[config.mk]
export PLATFORM = sky130hd
export DESIGN_NAME = nibble_control_unit
export DESIGN_NICKNAME = d
export VERILOG_FILES = /design/src/rtl/nibble_control_unit.sv
export SDC_FILE = /design/constraint.sdc
export NUM_CORES = 1
export LEC_CHECK = 0
export CAP_MARGIN = 20
export CORE_ASPECT_RATIO = 1.1
export CORE_UTILIZATION = 39
export CTS_CLUSTER_SIZE = 25
export DETAILED_ROUTE_END_ITERATION = 6
export GPL_TIMING_DRIVEN = 0
export PLACE_DENSITY_LB_ADDON = 0.05
export RECOVER_POWER = 100
export SETUP_SLACK_MARGIN = 0.4
export SYNTH_ARGS = -nofsm -noshare
export SYNTH_HDL_FRONTEND = slang
export SYNTH_SLANG_ARGS = --single-unit
[constraint.sdc]
create_clock -name clk -period 1.6 [get_ports clk]
set_input_delay 0.24 -clock clk [delete_from_list [all_inputs] [get_ports clk]]
set_output_delay 0.24 -clock clk [all_outputs]
set_load 0.02 [all_outputs]
[src/rtl/nibble_control_unit.sv]
// ============================================================================
// Module  : nibble_control_unit
// Purpose : FETCH/READ/EXEC/HALT sequencer for a 4-bit accumulator CPU.
// Revision: 1.0
// ============================================================================
`default_nettype none

module nibble_control_unit (
  input  logic       clk,
  input  logic       reset,
  input  logic       run,
  output logic [4:0] pc,
  input  logic [7:0] imem_data,
  output logic [3:0] dmem_addr,
  output logic       dmem_re,
  output logic       dmem_we,
  output logic       acc_we,
  output logic [1:0] alu_op,
  output logic       opnd_sel,
  output logic [3:0] imm,
  input  logic       alu_cout,
  input  logic       acc_zero,
  output logic       c_flag,
  output logic       halted
);

  localparam logic [1:0] ST_FETCH = 2'd0;
  localparam logic [1:0] ST_READ  = 2'd1;
  localparam logic [1:0] ST_EXEC  = 2'd2;
  localparam logic [1:0] ST_HALT  = 2'd3;

  localparam logic [2:0] OP_SYS  = 3'd0;  // i=0 STA, i=1 HALT
  localparam logic [2:0] OP_LDA  = 3'd1;
  localparam logic [2:0] OP_ADC  = 3'd2;
  localparam logic [2:0] OP_NOR  = 3'd3;
  localparam logic [2:0] OP_SETC = 3'd4;
  localparam logic [2:0] OP_JNZ  = 3'd5;
  localparam logic [2:0] OP_JNC  = 3'd6;
  localparam logic [2:0] OP_JMP  = 3'd7;

  localparam logic [1:0] ALU_PASS = 2'b00;
  localparam logic [1:0] ALU_ADC  = 2'b01;
  localparam logic [1:0] ALU_NOR  = 2'b10;

  logic [1:0] state;
  logic [7:0] ir;

  logic [2:0] ir_op;
  logic       ir_imm;
  logic [2:0] fetch_op;
  logic       fetch_imm;
  logic       fetch_needs_read;
  logic       ir_is_alu;
  logic       ir_is_halt;
  logic       take_jump;
  logic [4:0] pc_inc;
  logic [4:0] pc_target;

  assign ir_op     = ir[7:5];
  assign ir_imm    = ir[4];
  assign fetch_op  = imem_data[7:5];
  assign fetch_imm = imem_data[4];

  // Only memory-operand ALU instructions need the extra READ cycle.
  assign fetch_needs_read = ((fetch_op == OP_LDA) || (fetch_op == OP_ADC) ||
                             (fetch_op == OP_NOR)) && !fetch_imm;

  assign ir_is_alu  = (ir_op == OP_LDA) || (ir_op == OP_ADC) || (ir_op == OP_NOR);
  assign ir_is_halt = (ir_op == OP_SYS) && ir_imm;

  assign pc_inc    = pc + 5'd1;
  assign pc_target = {1'b0, ir[3:0]};

  always_comb begin
    take_jump = 1'b0;
    case (ir_op)
      OP_JMP:  take_jump = 1'b1;
      OP_JNZ:  take_jump = !acc_zero;
      OP_JNC:  take_jump = !c_flag;
      default: take_jump = 1'b0;
    endcase
  end

  always_ff @(posedge clk) begin
    if (reset) begin
      state  <= ST_FETCH;
      pc     <= 5'd0;
      ir     <= 8'd0;
      c_flag <= 1'b0;
    end else begin
      case (state)
        ST_FETCH: begin
          if (run) begin
            ir    <= imem_data;
            state <= fetch_needs_read ? ST_READ : ST_EXEC;
          end
        end
        ST_READ: begin
          state <= ST_EXEC;
        end
        ST_EXEC: begin
          if (ir_is_halt) begin
            state <= ST_HALT;
          end else begin
            state <= ST_FETCH;
            pc    <= take_jump ? pc_target : pc_inc;
          end
          if (ir_op == OP_ADC) begin
            c_flag <= alu_cout;
          end else if (ir_op == OP_SETC) begin
            c_flag <= ir_imm;
          end
        end
        ST_HALT: begin
          state <= ST_HALT;
        end
        default: begin
          state <= ST_FETCH;
        end
      endcase
    end
  end

  assign dmem_addr = ir[3:0];
  assign imm       = ir[3:0];
  assign halted    = (state == ST_HALT);

  // Strobes are masked by reset so an instruction caught mid-cycle never commits.
  always_comb begin
    dmem_re  = 1'b0;
    dmem_we  = 1'b0;
    acc_we   = 1'b0;
    alu_op   = ALU_PASS;
    opnd_sel = 1'b0;
    if (!reset) begin
      if (state == ST_READ) begin
        dmem_re = 1'b1;
      end
      if (state == ST_EXEC) begin
        dmem_we = (ir_op == OP_SYS) && !ir_imm;
        if (ir_is_alu) begin
          acc_we   = 1'b1;
          opnd_sel = ir_imm;
          case (ir_op)
            OP_ADC:  alu_op = ALU_ADC;
            OP_NOR:  alu_op = ALU_NOR;
            default: alu_op = ALU_PASS;
          endcase
        end
      end
    end
  end

endmodule

`default_nettype wire
## After elaboration in Yosys (flattened, before gate mapping)

Cells that the tools add are included.

| storage, ports and cells | value |
|---|---|
| register bits after elaboration | 16 |
| word-level logic and storage cells | 59 |

| cells by class | value |
|---|---|
| add/sub/neg operators | 1 |
| equal/unequal tests | 14 |
| multiplexer cells | 22 |
| bitwise logic cells | 1 |
| reductions and logical operators | 17 |

Operator list:

| kind | count |
|---|---|
| $eq A3 B2 Y1 const B | 4 |
| $eq A3 B3 Y1 const B | 4 |
| $mux W1 | 12 |
| $mux W2 | 6 |
| $pmux W2 S4 | 1 |
| $eq A3 B1 Y1 const B | 2 |
| $reduce_and A2 Y1 | 3 |
| $add A5 B1 Y5 const B | 1 |
| $mux W5 | 1 |
| $eq A2 B2 Y1 const B | 2 |
| $logic_not A1 Y1 | 4 |
| $logic_or A1 B1 Y1 | 4 |
| $pmux W2 S2 | 1 |
| $logic_and A1 B1 Y1 | 3 |
| $logic_not A3 Y1 | 1 |
| $pmux W1 S3 | 1 |
| $eq A2 B1 Y1 const B | 1 |
| $logic_not A2 Y1 | 1 |
| $ne A2 B2 Y1 const B | 1 |
| $reduce_bool A2 Y1 | 1 |
| $not A1 Y1 | 1 |

## Logic depth before layout (Yosys ltp)

Gate-level depths: netlist (run 1).

| logic depth | value |
|---|---|
| word-level depth | 7 |
| gate-level depth with buffers | 6 |
| mapped depth without buffers | 4 |

## Worst setup path before layout (run 1)

Ideal clock, no wire load.

| timing path | value |
|---|---|
| path type | register to output |
| start point | reg state[0] |
| end point | out dmem_we |
| arrival time | 1.535 ns |
| required time | 1.360 ns |
| setup slack | -0.175 ns |
| cell stages (with the launch flop) | 4 |
| buffers on the path | 0 |
| path through | dfxtp_1 -> nand2b_2 -> nor3_1 -> nor4b_1 |

| between the ends | value |
|---|---|
| cells in the longest elaborated chain, start to end | 3 |

Ends and longest elaborated chain:

| element | RTL line | RTL |
|---|---|---|
| start, declared | 45 | `logic [1:0] state;` |
| start signal, assigned | 95 | `state <= fetch_needs_read ? ST_READ : ST_EXEC;` |
| $eq A2 B2 Y1 | 139 | `if (state == ST_EXEC) begin` |
| $mux W1 | 139 |  |
| $mux W1 | 135 | `if (!reset) begin` |
| end, declared | 16 | `output logic dmem_we,` |

No other way between the ends.

## Worst setup path after layout (run 1)

| timing path | value |
|---|---|
| start point | reg ir[7] |
| end point | out dmem_we |

| between the ends | value |
|---|---|
| cells in the longest elaborated chain, start to end | 4 |

Ends and longest elaborated chain:

| element | RTL line | RTL |
|---|---|---|
| start, declared | 46 | `logic [7:0] ir;` |
| start signal, assigned | 94 | `ir <= imem_data;` |
| $logic_not A3 Y1 | 140 | `dmem_we = (ir_op == OP_SYS) && !ir_imm;` |
| $logic_and A1 B1 Y1 | 140 |  |
| $mux W1 | 139 |  |
| $mux W1 | 135 |  |

No other way between the ends.

==> qor.txt, run 1 <==
====================================================================================================
Outcome                                                                                 complete, but fails checks
Violated checks                                                                         setup timing
Unique cell type count in the Yosys netlist                                                       37
Congestion Overflow GR                                                                             0
Area share of the largest cell type after synthesis                                           0.3395
Post-route clock period utilization                                                            1.027
Count of final setup violators                                                                     2
RSZ-0062 raised after global routing                                                             yes
Largest fanout on the critical path                                                                6
Cell at the slowest stage of the critical path                                          sky130_fd_sc_hd__dfxtp_2
Effective utilization at floorplan                                                            0.4147
Kind of end point of the critical path                                                  primary output
Buf+Inv Stages, Crit Path                                                                          2
Most frequent cells in the layout                                                       sky130_fd_sc_hd__buf_4 (31), sky130_fd_sc_hd__buf_6 (15), sky130_fd_sc_hd__nor2_1 (13), sky130_fd_sc_hd__dfxtp_2 (13), sky130_fd_sc_hd__mux2i_1 (12)
Width of the chip                                                                           48.90 µm
Net count of the mapped netlist                                                                  118
Logic depth of the worst setup path including buffers                                              4
Core footprint                                                                              2275 µm²
Worst clock skew                                                                         0.008719 ns
Max frequency                                                                              608.4 MHz
DRC viols                                                                                          0
Leading area contributor after synthesis                                                sky130_fd_sc_hd__dfxtp_1
Worst setup margin                                                                       -0.04375 ns
Number of antenna violations at the first check in global routing                                  0
Synthesized area divided by synthesized cell count                                         9.071 µm²
Overall fraction of global-route tracks in use                                                0.2026
Hold buffers post-CTS                                                                              0
Via/cell ratio                                                                                 4.969
Leakage power                                                                              0.7315 nW
Critical setup path kind                                                                flip-flop to primary output
Vias after detailed routing                                                                      964
Ordered cell list for the critical path                                                 buf_6 -> nor3_4 -> nor4b_4 -> buf_4
Insertion delay of the later-clocked pin in the worst-skew pair                              0.29 ns
Inserted Clock Buffers                                                                             3
Hold path cells                                                                                    3
Layout-stage area growth over the synthesis result                                            72.02%
Number of sinks driven by the clock tree                                                          16
Fraction of layout cells with a size suffix above 1                                           0.5671
Sequential area share after synthesis                                                         0.3395
DP Cell Count                                                                                    167
Antenna Diode Count                                                                                0
Final net count                                                                                  180
Max_cap viols                                                                                      0
Share of async-settable or async-resettable flops after synthesis                                  0
Util after Layout                                                                             0.7134
Final-report max-slew violation count                                                              0
Minimum period implied by the final worst setup slack                                       1.644 ns
DR pass1 iterations                                                                                4
Maximum number of pins on one net before global-route repair                                      11
IO Count                                                                                          34
Total Die Area                                                                              2620 µm²
Number of global-route vias before repair                                                        844
Final RePlAce weighted congestion                                                             0.7285
First-pass GRT wire length                                                                  3.905 mm
Kind of cell adding the most delay to the critical path                                 simple AND/OR/NAND/NOR gates
PwrDens                                                                                 618.3 nW/µm²
# fillers                                                                                        183
Slowest cell delay on critical path                                                          0.32 ns
Most common cell after layout, fill and taps aside                                      sky130_fd_sc_hd__buf_4
Clk root buf                                                                            sky130_fd_sc_hd__clkbuf_4
CTS H-tree lvls                                                                                    1
Synthesized cell area                                                                      943.4 µm²
Max transition margin                                                                         0.7261
Top area cells in the synthesized netlist                                               sky130_fd_sc_hd__dfxtp_1 (34%), sky130_fd_sc_hd__mux2i_1 (13%), sky130_fd_sc_hd__buf_4 (7.2%), sky130_fd_sc_hd__nor2_1 (5.2%), sky130_fd_sc_hd__buf_6 (3.6%)
Slew @ Worst Pin                                                                           0.4108 ns
Deepest clock path buffer count                                                                    2
Routed wire per std cell                                                                    13.08 µm
Non-filler instance count after layout                                                           194
DP Wirelength                                                                               1.550 mm
Final number of hold-violating endpoints                                                           0
Kind of start point of the critical path                                                   flip-flop
Final sum of negative setup slack                                                        -0.06872 ns
Warnings from Yosys                                                                                0
Type of the worst min-delay path                                                        input port to flip-flop
CP required                                                                                  1.36 ns
Syn Inst Count                                                                                   104
Clock tree from TritonCTS                                                                        yes
Number of synthesized register bits                                                               16
Detailed router's first-iteration violation count                                                  5
Clock-pin slew reported for the worst setup and hold paths after clock tree synthesis        0.09 ns
Number of nets with antenna violations after detailed routing                                      0
Count of flip-flops with a built-in enable after synthesis                                         0
Arrival time of data at the critical path endpoint                                           1.40 ns
R2R cell count                                                                                     6
Drt total wl                                                                                2.537 mm
Top_reg_cell synth                                                                      sky130_fd_sc_hd__dfxtp_1
Count of buffers from port buffering                                                              33
Maximum vdd drop                                                                            599.9 µV
Row count                                                                                         18
Floorplan die height                                                                        53.59 µm
====================================================================================================
==> what timing repair did <==
action                                 4_1_cts  5_1_grt
endpoints found under the hold margin        0        0
resized for setup                          118       17
setup endpoints to repair                   35       28
setup buffers                               13       11
pin swaps                                   10       12
==> cell usage after synthesis, types with 2 or more instances <==
| library cell | instances |
|---|---|
| sky130_fd_sc_hd__mux2i_1 | 12 |
| sky130_fd_sc_hd__buf_4 | 9 |
| sky130_fd_sc_hd__buf_6 | 3 |
| sky130_fd_sc_hd__o21a_1 | 3 |
| sky130_fd_sc_hd__nand2_1 | 3 |
| sky130_fd_sc_hd__nand3_1 | 4 |
| sky130_fd_sc_hd__a211oi_1 | 2 |
| sky130_fd_sc_hd__nor3b_1 | 3 |
| sky130_fd_sc_hd__nor3_1 | 4 |
| sky130_fd_sc_hd__nand2b_1 | 3 |
| sky130_fd_sc_hd__nor2_1 | 13 |
| sky130_fd_sc_hd__a31oi_1 | 2 |
| sky130_fd_sc_hd__a21oi_1 | 3 |
| sky130_fd_sc_hd__o32ai_1 | 2 |
| sky130_fd_sc_hd__dfxtp_1 | 16 |
==> cells by family after synthesis <==
family / count (synthesis) / synth area share
simple gates: 44 / 0.2653
flops: 16 / 0.3395
compound gates: 15 / 0.1194
buf+inv: 15 / 0.1260
mux: 12 / 0.1273
xor+xnor: 1 / 0.009286
fa+ha+maj: 1 / 0.01326
==> layout make-up <==
type                            count  area, µm²  share of cell area
Buffer                             15      136.4             0.08404
Sequential cell                    16      344.1              0.2120
Timing Repair Buffer               57      464.2              0.2860
Clock buffer                        3      22.52             0.01388
Tap cell                           30      37.54             0.02313
Multi-Input combinational cell     73      618.1              0.3809
==> final timing paths <==
check                                     endpoint                   from  slack (ns)
worst max-delay path                       dmem_we     ir[7]$_SDFFE_PP0P_       -0.04
worst min-delay path            ir[7]$_SDFFE_PP0P_           imem_data[7]        0.36
worst min register to register  pc[4]$_SDFFE_PP0P_     pc[4]$_SDFFE_PP0P_        0.50
worst max register to register  pc[4]$_SDFFE_PP0P_  state[0]$_SDFFE_PP0P_        0.01
==> report_power, final <==
| part | leakage (nW) | switching (mW) | total, mW | internal (mW) |
|---|---|---|---|---|
| Clock | 0.0138 | 0.130 | 0.217 | 0.0873 |
| Sequential | 0.138 | 0.0262 | 0.450 | 0.424 |
| Combinational | 0.580 | 0.149 | 0.336 | 0.187 |
| Total | 0.732 | 0.305 | 1.00 | 0.698 |
==> stage by stage <==
step	worst slack [ns]	cell area, µm²	hold slack [ns]	power [mW]
6_report	-0.04375	1623	0.3630	1.003
3_5_place_dp	-0.5644	1348	0.5030	0.7267
4_1_cts	-0.01146	1495	0.3537	0.9715
5_1_grt	-0.09023	1623	0.3818	1.054
3_3_place_gp	-0.5477	1348	0.4901	0.7233
2_1_floorplan	0.1069	979.7	0.3871	0.6262
==> routing by layer <==
layer	routed length, µm	part of all wire	vias to the layer above	track usage
li1	-	-	486	-
met1	1128	0.44	442	0.2547
met2	1267	0.50	32	0.3495
met3	104	0.041	4	0.03107
met4	36	0.014	0	0.08824
met5	0	0	-	0
==> state kept, by name, indices dropped and copies added, names as in the netlist <==
signal,cells
state,2
pc,5
c_flag,1
ir,8
==> tightest hold or removal path: cells and delay by family <==
kind	cells	cell delay [ns]
buffers and inverters	1	0.23
muxes	1	0.07
and+or+nand+nor	1	0.07
Note: power is estimated with default switching activity, not from simulation.
==> run 2, diff against run 1 <==
Settings changed: SLEW_MARGIN set to 0.
==> results of run 2 <==
Same layout as run 1: the final DEF is identical, and so are final timing and power.
==> run 3, diff against run 2 <==
==> constraint.sdc (replaced) <==
create_clock -name clk -period 1.6 [get_ports clk]
set_input_delay 0.48 -clock clk [delete_from_list [all_inputs] [get_ports clk]]
set_output_delay 0.48 -clock clk [all_outputs]
set_load 0.02 [all_outputs]
==> qor.txt, run 3 (same netlist as run 1, synthesis figures left out) <==
====================================================================================================
Detailed router's first-iteration violation count                                                 18   was 5
Total Die Area                                                                              2620 µm²   unchanged
R2R cell count                                                                                     6   unchanged
Worst setup path endpoint                                                                  alu_op[1]   was dmem_we
Reg2Reg Setup Slack                                                                         -0.19 ns   was 0.01 ns
Max frequency                                                                              533.2 MHz   was 608.4 MHz
CTS H-tree lvls                                                                                    1   unchanged
Ordered cell list for the critical path                                                 nand2b_4 -> nor3_4 -> buf_4 -> and3_2 -> buf_4   was buf_6 -> nor3_4 -> nor4b_4 -> buf_4
Outcome                                                                                 complete, but fails checks   unchanged
Multi-input combinational cell area                                                        636.9 µm²   was 618.1 µm²
Row count                                                                                         18   unchanged
Effective utilization at floorplan                                                            0.4147   unchanged
Largest fanout on the critical path                                                                3   was 6
CP required                                                                                  1.12 ns   was 1.36 ns
Final-report max-slew violation count                                                              0   unchanged
Kind of end point of the critical path                                                  primary output   unchanged
Core footprint                                                                              2275 µm²   unchanged
Arrival time of data at the critical path endpoint                                           1.40 ns   about the same
Final RePlAce weighted congestion                                                             0.7667   was 0.7285
First-pass GRT wire length                                                                  4.188 mm   was 3.905 mm
Drt total wl                                                                                2.917 mm   was 2.537 mm
Count of buffers from port buffering                                                              33   unchanged
Slowest cell delay on critical path                                                          0.36 ns   was 0.32 ns
Number of sinks driven by the clock tree                                                          16   unchanged
DR pass1 iterations                                                                                4   unchanged
Antenna Diode Count                                                                                0   unchanged
Maximum number of pins on one net before global-route repair                                      11   unchanged
Max transition margin                                                                         0.7329   was 0.7261
PwrDens                                                                                 622.3 nW/µm²   was 618.3 nW/µm²
Final net count                                                                                  184   was 180
Launch point of the critical path                                                       state[0]$_SDFFE_PP0P_   was ir[7]$_SDFFE_PP0P_
Minimum period implied by the final worst setup slack                                       1.875 ns   was 1.644 ns
End of the worst register-to-register path                                              pc[4]$_SDFFE_PP0P_   unchanged
Clk root buf                                                                            sky130_fd_sc_hd__clkbuf_4   unchanged
Number of global-route vias before repair                                                        903   was 844
Most common cell after layout, fill and taps aside                                      sky130_fd_sc_hd__buf_6   was sky130_fd_sc_hd__buf_4
Flip-flop count of the largest register after layout                                               8   unchanged
Worst setup margin                                                                        -0.2754 ns   was -0.04375 ns
Startpoint of the worst hold path                                                       c_flag$_SDFFE_PP0P_   was imem_data[7]
Hold_ws                                                                                    0.5619 ns   was 0.3630 ns
Overall fraction of global-route tracks in use                                                0.2132   was 0.2026
DP Wirelength                                                                               1.593 mm   was 1.550 mm
Post-route clock period utilization                                                            1.172   was 1.027
Floorplan die height                                                                        53.59 µm   unchanged
Buf+Inv Stages, Crit Path                                                                          2   unchanged
Maximum vdd drop                                                                            537.0 µV   was 599.9 µV
Insertion delay of the later-clocked pin in the worst-skew pair                              0.29 ns   about the same
Most frequent cells in the layout                                                       sky130_fd_sc_hd__buf_6 (37), sky130_fd_sc_hd__buf_4 (23), sky130_fd_sc_hd__nor2_1 (12)   was sky130_fd_sc_hd__buf_4 (31), sky130_fd_sc_hd__buf_6 (15), sky130_fd_sc_hd__nor2_1 (13), sky130_fd_sc_hd__dfxtp_2 (13), sky130_fd_sc_hd__mux2i_1 (12)
Max_cap viols                                                                                      0   unchanged
# fillers                                                                                        147   was 183
Reg-to-reg startpoint                                                                   ir[7]$_SDFFE_PP0P_   was state[0]$_SDFFE_PP0P_
Fraction of layout cells with a size suffix above 1                                           0.6331   was 0.5671
Pwr Total                                                                                   1.132 mW   was 1.003 mW
Congestion Overflow GR                                                                             0   unchanged
RSZ-0062 raised after global routing                                                             yes   unchanged
Worst clock skew                                                                         0.009761 ns   was 0.008719 ns
Slew @ Worst Pin                                                                           0.4006 ns   was 0.4108 ns
Violated checks                                                                         setup timing   unchanged
Placed instance area                                                                        1411 µm²   was 1348 µm²
Clock-pin slew reported for the worst setup and hold paths after clock tree synthesis        0.10 ns   was 0.09 ns
Vias after detailed routing                                                                      992   was 964
Deepest clock path buffer count                                                                    2   unchanged
Cell repeated most along the worst path                                                 sky130_fd_sc_hd__buf_4
Non-filler instance count after layout                                                           199   was 194
Kind of start point of the critical path                                                   flip-flop   unchanged
DRC viols                                                                                          0   unchanged
Most flop-heavy register                                                                          ir   unchanged
Width of the chip                                                                           48.90 µm   unchanged
Final number of hold-violating endpoints                                                           0   unchanged
Kind of cell adding the most delay to the critical path                                 simple AND/OR/NAND/NOR gates   unchanged
Flip-flop and latch area                                                                   349.1 µm²   was 344.1 µm²
Cell at the slowest stage of the critical path                                          sky130_fd_sc_hd__dfxtp_4   was sky130_fd_sc_hd__dfxtp_2
Largest registers                                                                       ir (8), pc (5), state (2)   unchanged
Number of antenna violations at the first check in global routing                                  0   unchanged
IO Count                                                                                          34   unchanged
Routed wire per std cell                                                                    14.66 µm   was 13.08 µm
Type of the worst min-delay path                                                        flip-flop to flip-flop   was input port to flip-flop
Logic depth of the worst setup path including buffers                                              5   was 4
Layout-stage area growth over the synthesis result                                            92.84%   was 72.02%
Number of nets with antenna violations after detailed routing                                      0   unchanged
Clock tree from TritonCTS                                                                        yes   unchanged
Count of final setup violators                                                                    14   was 2
DP Cell Count                                                                                    167   unchanged
Leakage power                                                                              0.8137 nW   was 0.7315 nW
Hold buffers post-CTS                                                                              0   unchanged
Critical setup path kind                                                                flip-flop to primary output   unchanged
Area of all placed cells without fillers                                                    1819 µm²   was 1623 µm²
Util after Layout                                                                             0.7998   was 0.7134
Via/cell ratio                                                                                 4.985   was 4.969
Inserted Clock Buffers                                                                             3   unchanged
====================================================================================================
==> run 3: changes by cell type in the layout (fill, tap and decap cells not counted), sizes merged <==
cell and change:
clkdlybuf4s50 -1, dlygate4sd2 -1, clkdlybuf4s15 -2, dlymetal6s2s +1, buf +11, clkbuf -3
==> run 3: routing by layer <==
| metal | up-vias | track usage | wire length (µm) |
|---|---|---|---|
| met2 | 29 | 0.4074 | 1542 |
| li1 | 496 | - | - |
| met1 | 465 | 0.2479 | 1250 |
| met4 | 0 | 0.08824 | 17 |
| met3 | 2 | 0.01977 | 107 |
| met5 | - | 0 | 0 |
==> run 3: stage by stage <==
stage | setup slack [ns] | setup TNS, ns
5_1_grt | -0.3335 | -2.835
4_1_cts | -0.2997 | -1.363
6_report | -0.2754 | -1.690
3_3_place_gp | -0.9543 | -8.614
2_1_floorplan | 0.04579 | 0
3_5_place_dp | -0.9947 | -8.986
==> run 3: power breakdown <==
group          internal, mW  total (mW)  switching [mW]
logic                 0.230       0.403           0.174
registers             0.423       0.446          0.0228
clock network         0.139       0.282           0.144
==> run 3: cell type report <==
type,count,share of cell area
repair buffers,61,0.3198
multi-input cells,73,0.3501
clock buffers,4,0.01995
well taps,30,0.02063
flip-flops and latches,16,0.1919
plain buffers,15,0.09766
==> run 3: repair_timing <==
item,CTS,global route
endpoints found under the hold margin,0,0
resized for setup,153,22
buffers inserted,16,12
setup endpoints to repair,36,37
pin swaps,5,8
==> run 3: worst register-to-register path, delay by kind of cell (launching register included) <==
kind                   cells  cell delay (ns)
AOI/OAI and AO/OA          2             0.39
buffers and inverters      2             0.28
DFF                        1             0.33
and+or+nand+nor            2             0.74
==> run 3: worst min-delay path by stage <==
stage | to | cells after the start | slack [ns]
2_1_floorplan | pc[0]$_SDFFE_PP0P_ | 2 | 0.49
5_1_grt | c_flag$_SDFFE_PP0P_ | 2 | 0.61
6_report | c_flag$_SDFFE_PP0P_ | 2 | 0.56
3_5_place_dp | pc[4]$_SDFFE_PP0P_ | 2 | 0.50
3_3_place_gp | pc[4]$_SDFFE_PP0P_ | 2 | 0.49
4_1_cts | c_flag$_SDFFE_PP0P_ | 2 | 0.54
